===== src/rtl/demux_pkg.sv =====
`default_nettype none
// ============================================================================
//  Module      : demux_pkg
//  Description : Shared types and defaults for the 8:1 serial demux/deser.
//                Holds the FSM state encoding and default word geometry.
//  Revision    : 1.0 - initial release
// ============================================================================
package demux_pkg;

    // Default word geometry: one bit per slot, slot index wide enough for WIDTH
    localparam int c_WIDTH_DEF = 8;
    localparam int c_SEL_W_DEF = 3;

    // Receive FSM: waiting for a slot-0 bit, or assembling a partial word
    typedef enum logic [0:0] {
        IDLE    = 1'b0,
        COLLECT = 1'b1
    } state_e;

endpackage : demux_pkg
`default_nettype wire


===== src/rtl/slot_counter.sv =====
`default_nettype none
// ============================================================================
//  Module      : slot_counter
//  Description : SEL_W-bit slot index counter with synchronous clear,
//                load-to-one and count enable. Wraps naturally modulo
//                2**SEL_W. Also usable as the transmit-side mux select.
//  Revision    : 1.0 - initial release
// ============================================================================
module slot_counter #(
    parameter int SEL_W = 3
) (
    input  logic             clk,
    input  logic             rst,
    input  logic             i_clr,
    input  logic             i_load1,
    input  logic             i_en,
    output logic [SEL_W-1:0] o_count
);

    localparam logic [SEL_W-1:0] c_ONE = {{(SEL_W-1){1'b0}}, 1'b1};

    logic [SEL_W-1:0] r_count;

    // Clear beats load-to-one beats increment; increment wraps on overflow
    always_ff @(posedge clk) begin
        if (rst || i_clr) begin
            r_count <= '0;
        end else if (i_load1) begin
            r_count <= c_ONE;
        end else if (i_en) begin
            r_count <= r_count + c_ONE;
        end
    end

    assign o_count = r_count;

endmodule : slot_counter
`default_nettype wire


===== src/rtl/serial_demux8_deser.sv =====
`default_nettype none
// ============================================================================
//  Module      : serial_demux8_deser
//  Description : Receive end of the 8:1 bit-serial link. Demultiplexes each
//                serial bit into its slot position, rebuilds the parallel
//                word and presents it on a valid/ready output port with a
//                one-deep holding buffer and a sticky overrun flag.
//  Revision    : 1.0 - initial release
// ============================================================================
module serial_demux8_deser
    import demux_pkg::*;
#(
    parameter int WIDTH = c_WIDTH_DEF,
    parameter int SEL_W = c_SEL_W_DEF
) (
    input  logic             clk,
    input  logic             rst,
    input  logic             in_valid,
    input  logic             in_bit,
    input  logic             in_first,
    output logic [WIDTH-1:0] out_word,
    output logic             out_valid,
    input  logic             out_ready,
    output logic [SEL_W-1:0] slot,
    output logic             busy,
    output logic             overrun
);

    localparam logic [SEL_W-1:0] c_LAST_SLOT = SEL_W'(WIDTH - 1);

    // Top slot is never stored: it is taken straight from in_bit on completion
    logic [WIDTH-2:0] r_asm;
    logic [WIDTH-1:0] r_out_word;
    logic             r_out_valid;
    logic             r_overrun;
    state_e           r_state;
    logic [SEL_W-1:0] r_slot;

    logic             w_collect;
    logic             w_start;
    logic             w_last;
    logic             w_complete;
    logic             w_advance;
    logic             w_can_load;
    logic [WIDTH-1:0] w_word;

    assign w_collect  = (r_state == COLLECT);
    // A slot-0 bit starts a word from IDLE and resyncs a partial one in COLLECT
    assign w_start    = in_valid & in_first;
    assign w_last     = (r_slot == c_LAST_SLOT);
    assign w_complete = w_collect & in_valid & ~in_first & w_last;
    assign w_advance  = w_collect & in_valid & ~in_first & ~w_last;
    // Output buffer is free if empty or being drained on this very edge
    assign w_can_load = ~r_out_valid | out_ready;
    assign w_word     = {in_bit, r_asm};

    slot_counter #(
        .SEL_W (SEL_W)
    ) u_slot_counter (
        .clk     (clk),
        .rst     (rst),
        .i_clr   (w_complete),
        .i_load1 (w_start),
        .i_en    (w_advance),
        .o_count (r_slot)
    );

    // Receive FSM, assembly register and output buffer with overrun tracking
    always_ff @(posedge clk) begin
        if (rst) begin
            r_state     <= IDLE;
            r_asm       <= '0;
            r_out_word  <= '0;
            r_out_valid <= 1'b0;
            r_overrun   <= 1'b0;
        end else begin
            if (w_complete) begin
                if (w_can_load) begin
                    r_out_word  <= w_word;
                    r_out_valid <= 1'b1;
                end else begin
                    r_overrun   <= 1'b1;
                end
            end else if (r_out_valid && out_ready) begin
                r_out_valid <= 1'b0;
            end

            case (r_state)
                IDLE: begin
                    if (w_start) begin
                        r_asm    <= '0;
                        r_asm[0] <= in_bit;
                        r_state  <= COLLECT;
                    end
                end
                COLLECT: begin
                    if (w_start) begin
                        // Resync: drop the partial word and restart at slot 0
                        r_asm    <= '0;
                        r_asm[0] <= in_bit;
                    end else if (w_complete) begin
                        r_state <= IDLE;
                    end else if (in_valid) begin
                        r_asm[r_slot] <= in_bit;
                    end
                end
                default: begin
                    r_state <= IDLE;
                end
            endcase
        end
    end

    assign out_word  = r_out_word;
    assign out_valid = r_out_valid;
    assign overrun   = r_overrun;
    assign slot      = r_slot;
    assign busy      = w_collect;

endmodule : serial_demux8_deser
`default_nettype wire


===== config.mk =====
export PLATFORM = sky130hd
export DESIGN_NAME = serial_demux8_deser
export DESIGN_NICKNAME = d
export VERILOG_FILES = /design/src/rtl/demux_pkg.sv /design/src/rtl/slot_counter.sv /design/src/rtl/serial_demux8_deser.sv
export SDC_FILE = /design/constraint.sdc
export NUM_CORES = 1
export LEC_CHECK = 0
export CORE_MARGIN = 2
export CORE_UTILIZATION = 55
export DETAILED_ROUTE_END_ITERATION = 12
export PLACE_DENSITY = 0.83
export RECOVER_POWER = 100
export SLEW_MARGIN = 20
export SYNTH_ARGS = -nofsm -noshare
export SYNTH_HDL_FRONTEND = slang
export SYNTH_SLANG_ARGS = --single-unit

===== constraint.sdc =====
create_clock -name clk -period 4.3 [get_ports clk]
set_input_delay 0.43 -clock clk [delete_from_list [all_inputs] [get_ports clk]]
set_output_delay 0.43 -clock clk [all_outputs]
set_load 0.005 [all_outputs]

## Yosys cells after proc, flatten, opt, wreduce, memory -nomap -nowiden

Cells that the tools add are included.

| cells by class | value |
|---|---|
| reductions and logical operators | 10 |
| add/sub/neg operators | 1 |
| muxes and demuxes | 17 |
| bitwise logic cells | 11 |
| equal/unequal tests | 5 |
| magnitude comparators | 2 |

Operator list:

| operator | number |
|---|---|
| 7-bit 2-to-1 mux | 4 |
| 7-bit case mux with 2 select lines | 1 |
| 1-bit 2-to-1 mux | 9 |
| 7-bit bitwise mux | 1 |
| 2-bit AND reduction | 3 |
| 1-bit AND | 5 |
| 1-bit NOT | 5 |
| 3-bit by 4-bit < comparator with 1-bit output (second input constant) | 1 |
| 2-bit nonzero test | 2 |
| 3-bit by 1-bit adder with 3-bit output (second input constant) | 1 |
| 1-bit demux with 3-bit select | 1 |
| 3-bit == test (second input constant) | 1 |
| 3-bit by 1-bit >= comparator with 1-bit output (second input constant) | 1 |
| 3-bit by 2-bit inequality test with 1-bit output (second input constant) | 1 |
| 3-bit inequality test (second input constant) | 1 |
| 3-bit AND reduction | 1 |
| 1-bit logical AND | 2 |
| 2-bit by 1-bit inequality test with 1-bit output (second input constant) | 1 |
| 2-bit inequality test (second input constant) | 1 |
| 1-bit case mux with 2 select lines | 1 |
| 2-bit OR reduction | 1 |
| 1-bit logical OR | 1 |
| 1-bit bitwise OR | 1 |

| word-level totals | value |
|---|---|
| bits of input ports | 6 |
| register bits after elaboration | 21 |
| word-level logic and storage cells | 53 |
| output and inout port bits | 14 |

## Logic depth before layout (Yosys ltp)

| logic depth | value |
|---|---|
| word-level depth | 9 |
| depth in mapped cells | 6 |
| gate-level depth less buffers | 5 |

## By module

From an unflattened synthesis, not the netlist that was laid out.

| second synthesis, totals | value |
|---|---|
| cells, all modules | 105 |
| area, all modules | 973.4 sq um |

By module, submodules not included:

| module | cells each | area an instance (sq um) | times used | seq. area each (sq um) |
|---|---|---|---|---|
| serial_demux8_deser | 92 | 829.5 | 1 | 360.3 |
| slot_counter | 13 | 143.9 | 1 | 60.1 |

## Least setup slack after synthesis

OpenSTA, ideal clock, no wires.

| timing path | value |
|---|---|
| path type | register to register |
| start | register u_slot_counter.r_count[0] (netlist: u_slot_counter.o_count[0]) |
| end | register r_asm[5] |
| stages on the path, launching flop included | 6 |
| arrival time | 1.374 ns |
| clock period less this slack | 1.505 ns |
| required time | 4.169 ns |
| path slack | 2.795 ns |
| buffers on the path | 0 |
| setup time | 0.131 ns |
| cell sequence | dfxtp_1 > ha_1 > ha_1 > nand2b_1 > a221oi_1 > o22ai_1 |

| on the way | value |
|---|---|
| longest elaborated chain between the ends | 9 |
| elaborated cells on any way between the ends | 14 |
| those cells by class | 2 x order compare; 2 x eq/ne; 7 x mux; 1 x bitwise; 2 x reduce/logical |

RTL lines:

| item | RTL line | source |
|---|---|---|
| from (decl) | slot_counter.sv:22 | `logic [SEL_W-1:0] r_count;` |
| from (signal assigned) | slot_counter.sv:29 | `r_count <= c_ONE;` |
| from (signal assigned) | slot_counter.sv:31 | `r_count <= r_count + c_ONE;` |
| 3-bit by 4-bit < comparator with 1-bit output (not written as such) / 3-bit by 1-bit >= comparator with 1-bit output (equally long branches) | serial_demux8_deser.sv:104 | `r_asm[r_slot] <= in_bit;` |
| 1-bit logical AND (not written as such) | serial_demux8_deser.sv:104 |  |
| 1-bit 2-to-1 mux (not written as such) | serial_demux8_deser.sv:104 |  |
| 1-bit demux with 3-bit select | serial_demux8_deser.sv:104 |  |
| 7-bit bitwise mux | serial_demux8_deser.sv:104 |  |
| 7-bit 2-to-1 mux | serial_demux8_deser.sv:103 | `end else if (in_valid) begin` |
| 7-bit 2-to-1 mux | serial_demux8_deser.sv:101 | `end else if (w_complete) begin` |
| 7-bit 2-to-1 mux | serial_demux8_deser.sv:97 | `if (w_start) begin` |
| 7-bit case mux with 2 select lines | serial_demux8_deser.sv:88 | `case (r_state)` |
| to (signal, indexed assignment) | serial_demux8_deser.sv:104 |  |
| to (decl) | serial_demux8_deser.sv:32 | `logic [WIDTH-2:0] r_asm;` |

Parallel ways exist; a longest one is shown, timed or not. The select of a mux whose other input is x is not followed.
A chain may end at the register's enable or synchronous reset.

## Worst setup path after layout

| timing path | value |
|---|---|
| start | register u_slot_counter.r_count[0] (netlist: u_slot_counter.o_count[0]) |
| end | register r_out_word[4] (netlist: out_word[4]) |

| on the way | value |
|---|---|
| longest elaborated chain between the ends | 3 |

RTL lines:

| item | RTL line | source |
|---|---|---|
| 3-bit == test | serial_demux8_deser.sv:50 | `assign w_last = (r_slot == c_LAST_SLOT);` |
| 1-bit AND | serial_demux8_deser.sv:51 | `assign w_complete = w_collect & in_valid & ~in_first & w_last;` |
| 2-bit AND reduction (no source line) | n/a |  |
| to (signal assigned) | serial_demux8_deser.sv:79 | `r_out_word <= w_word;` |
| to (decl) | serial_demux8_deser.sv:33 | `logic [WIDTH-1:0] r_out_word;` |

Every way passes these cells.

==> flow_summary_export.csv <==
group,metric,value,unit
outcome,status,"finished clean",
critical_path,cp.arrival,2.17,ns
place,dp_hpwl,1380,um
place,place_ws,2.34,ns
synthesis,synth.ff_latch_count,21,
floorplanning,initial_core_util,57.2,%
timing,skew,0.00209,ns
clocking,clk_latency,0.30,ns
grt,grt_pass1_wl,3520,um
cells_and_area,area_growth,13.9,%
pwr,p_leak,0.000528,uW
timing,setup-tns-final,0,ns
critical_path,worstPathRequired,4.48,ns
cells_and_area,stdcell_area,1260,um^2
detailed_routing,antenna_left,0,
critical_path,r2r_start,"u_slot_counter.o_count[0]$_SDFFE_PP0P_",
clocking,cts_buffer_depth,2,
critical_path,cp_max_fo,14,
floorplanning,rows,16,
grt,grt-ovfl-total,0,
pwr,p_total,330,uW
cells_and_area,antenna_cells,0,
timing,final.setup.worst_slack,2.32,ns
critical_path,crit_path_start,"u_slot_counter.o_count[0]$_SDFFE_PP0P_",
timing,maxSlewHeadroom,62.0,%
grt,grt_antenna_before_repair,0,
cells_and_area,drive_gt1_share,7.20,%
detailed_routing,drc_errors,0,
synthesis,netlist_area,1110,um^2
place,place_area,1250,um^2
synthesis,ys_seq_area_share,37.8,%
synthesis,synth_nets,120,
timing,slew_violations,0,
clocking,cts_tree,"built",
place,gp_congestion,0.829,
clocking,clk_pin_slew,0.11,ns
clocking,post_cts_resized,0,
synthesis,synth-edff-count,0,
cells_and_area,nNetsFinal,134,
pwr,p_per_area,261,nW/um^2
clocking,cts_made_buffers,3,
floorplanning,core-area,1940,um^2
timing,fmax,504,MHz
clocking,cts_root_buf,"clkbuf_4",
timing,final_hold_viol_count,0,
critical_path,slowest_delay,0.58,ns
timing,finalSetupViolCount,0,
synthesis,syn-mean-instance-area,9.92,um^2
detailed_routing,routed_via_density,5.49,
clocking,clock-sinks,21,
timing,tightest_slew,0.569,ns
timing,hold_slack,0.479,ns
grt,grt_pass1_vias,803,
grt,track_usage,19.0,%
flow_run,maxCapViolCount,0,
critical_path,crit_path_start_kind,"register",
clocking,ctsHoldBuffers,0,
min_path,hold_path_class,"register to register",
detailed_routing,via_count,835,
detailed_routing,wire_per_inst,12.7,um
synthesis,ys.flop_type,"dfxtp_1",
synthesis,synth_async_sr_flop_share,0,%
place,port_buffers,19,
floorplanning,dieWidth,48.9,um
detailed_routing,drtIter0Drc,14,
critical_path,crit_path_top_delay_cell,"dfxtp_1",
timing,grt_setup_unrepaired,"no",
synthesis,synth_cell_type_count,35,
critical_path,endpoint_kind,"register",
synthesis,syn_inst,112,
timing,min_period_over_period,46.1,%
clocking,cts-htree-levels,1,
critical_path,criticalPathCategory,"register to register",
floorplanning,io_pins,20,
pwr,max-vdd-ir-drop,224,uV
floorplanning,die-height,48.9,um
floorplanning,die_area,2400,um^2
synthesis,ys_warn_count,0,
detailed_routing,drtPass1Iterations,4,
detailed_routing,wl,1940,um
critical_path,critPathMostFrequentCell,"ha_1",
grt,grt_max_degree,23,
min_path,min-delay-start,"out_word[1]$_SDFFE_PP0P_",
timing,fin_crit,1.98,ns
clocking,postCtsSetupBuffers,0,
critical_path,crit_path_cell_trace,"ha_1 -> ha_1 -> nand4b_1 -> nand2b_1 -> mux2i_1",
[metal layers]
layer	vias up	GRT usage, %	routed length (um)
met5	-	0	0
met4	0	10.0	44
met3	5	2.76	80
met2	18	33.6	916
met1	389	22.3	893
li1	423	-	-
[final timing paths]
| check | endpoint | slack, ns | cells past startpoint |
|---|---|---|---|
| setup reg to reg | out_word[4]$_SDFFE_PP0P_ | 2.32 | 5 |
| hold reg to reg | out_word[1]$_SDFFE_PP0P_ | 0.48 | 2 |
| hold / removal | out_word[1]$_SDFFE_PP0P_ | 0.48 | 2 |
| setup / recovery | out_word[4]$_SDFFE_PP0P_ | 2.32 | 5 |
[worst max-delay path: cells and delay by family (launching register included)]
kind | cells | cell delay, ns
mux | 1 | 0.21
simple gates | 2 | 0.58
fa+ha+maj | 2 | 0.49
flops | 1 | 0.58
[layout by cell type (no fill, tap or decap)]
cell type         n
nand3_1           2
mux2i_1          11
inv_1             3
o221ai_1          1
dlygate4sd3_1    14
nand4b_1          2
a221oi_2          2
nor2b_1           1
o22ai_1           4
o21ba_2           1
nor3_1            1
a21oi_1           3
nand2_1           4
nand2b_1         20
clkbuf_1          1
a21boi_1          1
o221a_2           1
ha_1              2
nor2_1            4
a21bo_2           1
and2b_2           1
a22oi_1           1
and4bb_1          1
clkdlybuf4s50_1   5
or3b_1            2
clkbuf_4          3
o32ai_1           1
a221oi_1          3
o21ai_0           2
dfxtp_1          21
nor3b_1           2
o21bai_1          1
nand3b_1          3
[kinds of logic (layout without fill, tap and decap cells)]
kind of cell	after synthesis	in the layout	synth area share [%]
multiplexers	11	11	9.91
adder cells (fa/ha/maj)	2	2	2.25
buffers and inverters	13	26	8.56
AO/OA/AOI/OAI	22	22	16.0
flip-flops	21	21	37.8
AND/OR/NAND/NOR	43	43	25.4
[synthesized netlist by cell type (all sizes together), types with 2 or more instances]
library cell | instances | share of area (%)
buf | 8 | 6.9
nand3b | 3 | 2.0
o22ai | 4 | 2.3
nand3 | 2 | 1.4
mux2i | 11 | 9.9
a21oi | 3 | 1.4
nand4b | 2 | 1.6
or3b | 2 | 1.6
clkbuf | 2 | 0.68
ha | 2 | 2.3
nand2 | 4 | 1.4
nor2 | 4 | 1.4
o21ai | 2 | 0.90
inv | 3 | 1.0
dfxtp | 21 | 38
nor3b | 2 | 1.4
nand2b | 20 | 12
a221oi | 5 | 5.1
[sequential cells by signal, summed over array words and instances (netlist names)]
name,flops
u_slot_counter.o_count,3
out_word,8
overrun,1
r_asm,7
out_valid,1
busy,1
[final cells by class]
cell class	count	area, um^2
Clock buffer	4	26.3
Fill cell	170	677
Inverter	3	11.3
Multi-Input combinational cell	78	583
Sequential cell	21	420
Tap cell	27	33.8
Timing Repair Buffer	19	190
[per-stage QoR]
step                util [%]  cells
floorplan                  -    112
global placement        64.4    148
detailed placement      64.4    148
CTS                     65.8    152
global route            65.1    152
finish                  65.1    152
[power by group]
part / switching [uW] / leakage, uW / internal, uW
Sequential: 4.16 / 0.000170 / 197
Combinational: 15.8 / 0.000343 / 18.3
Clock: 58.7 / 0.0000150 / 36.2
Total: 78.6 / 0.000528 / 251
(Power assumes the default switching activity.)
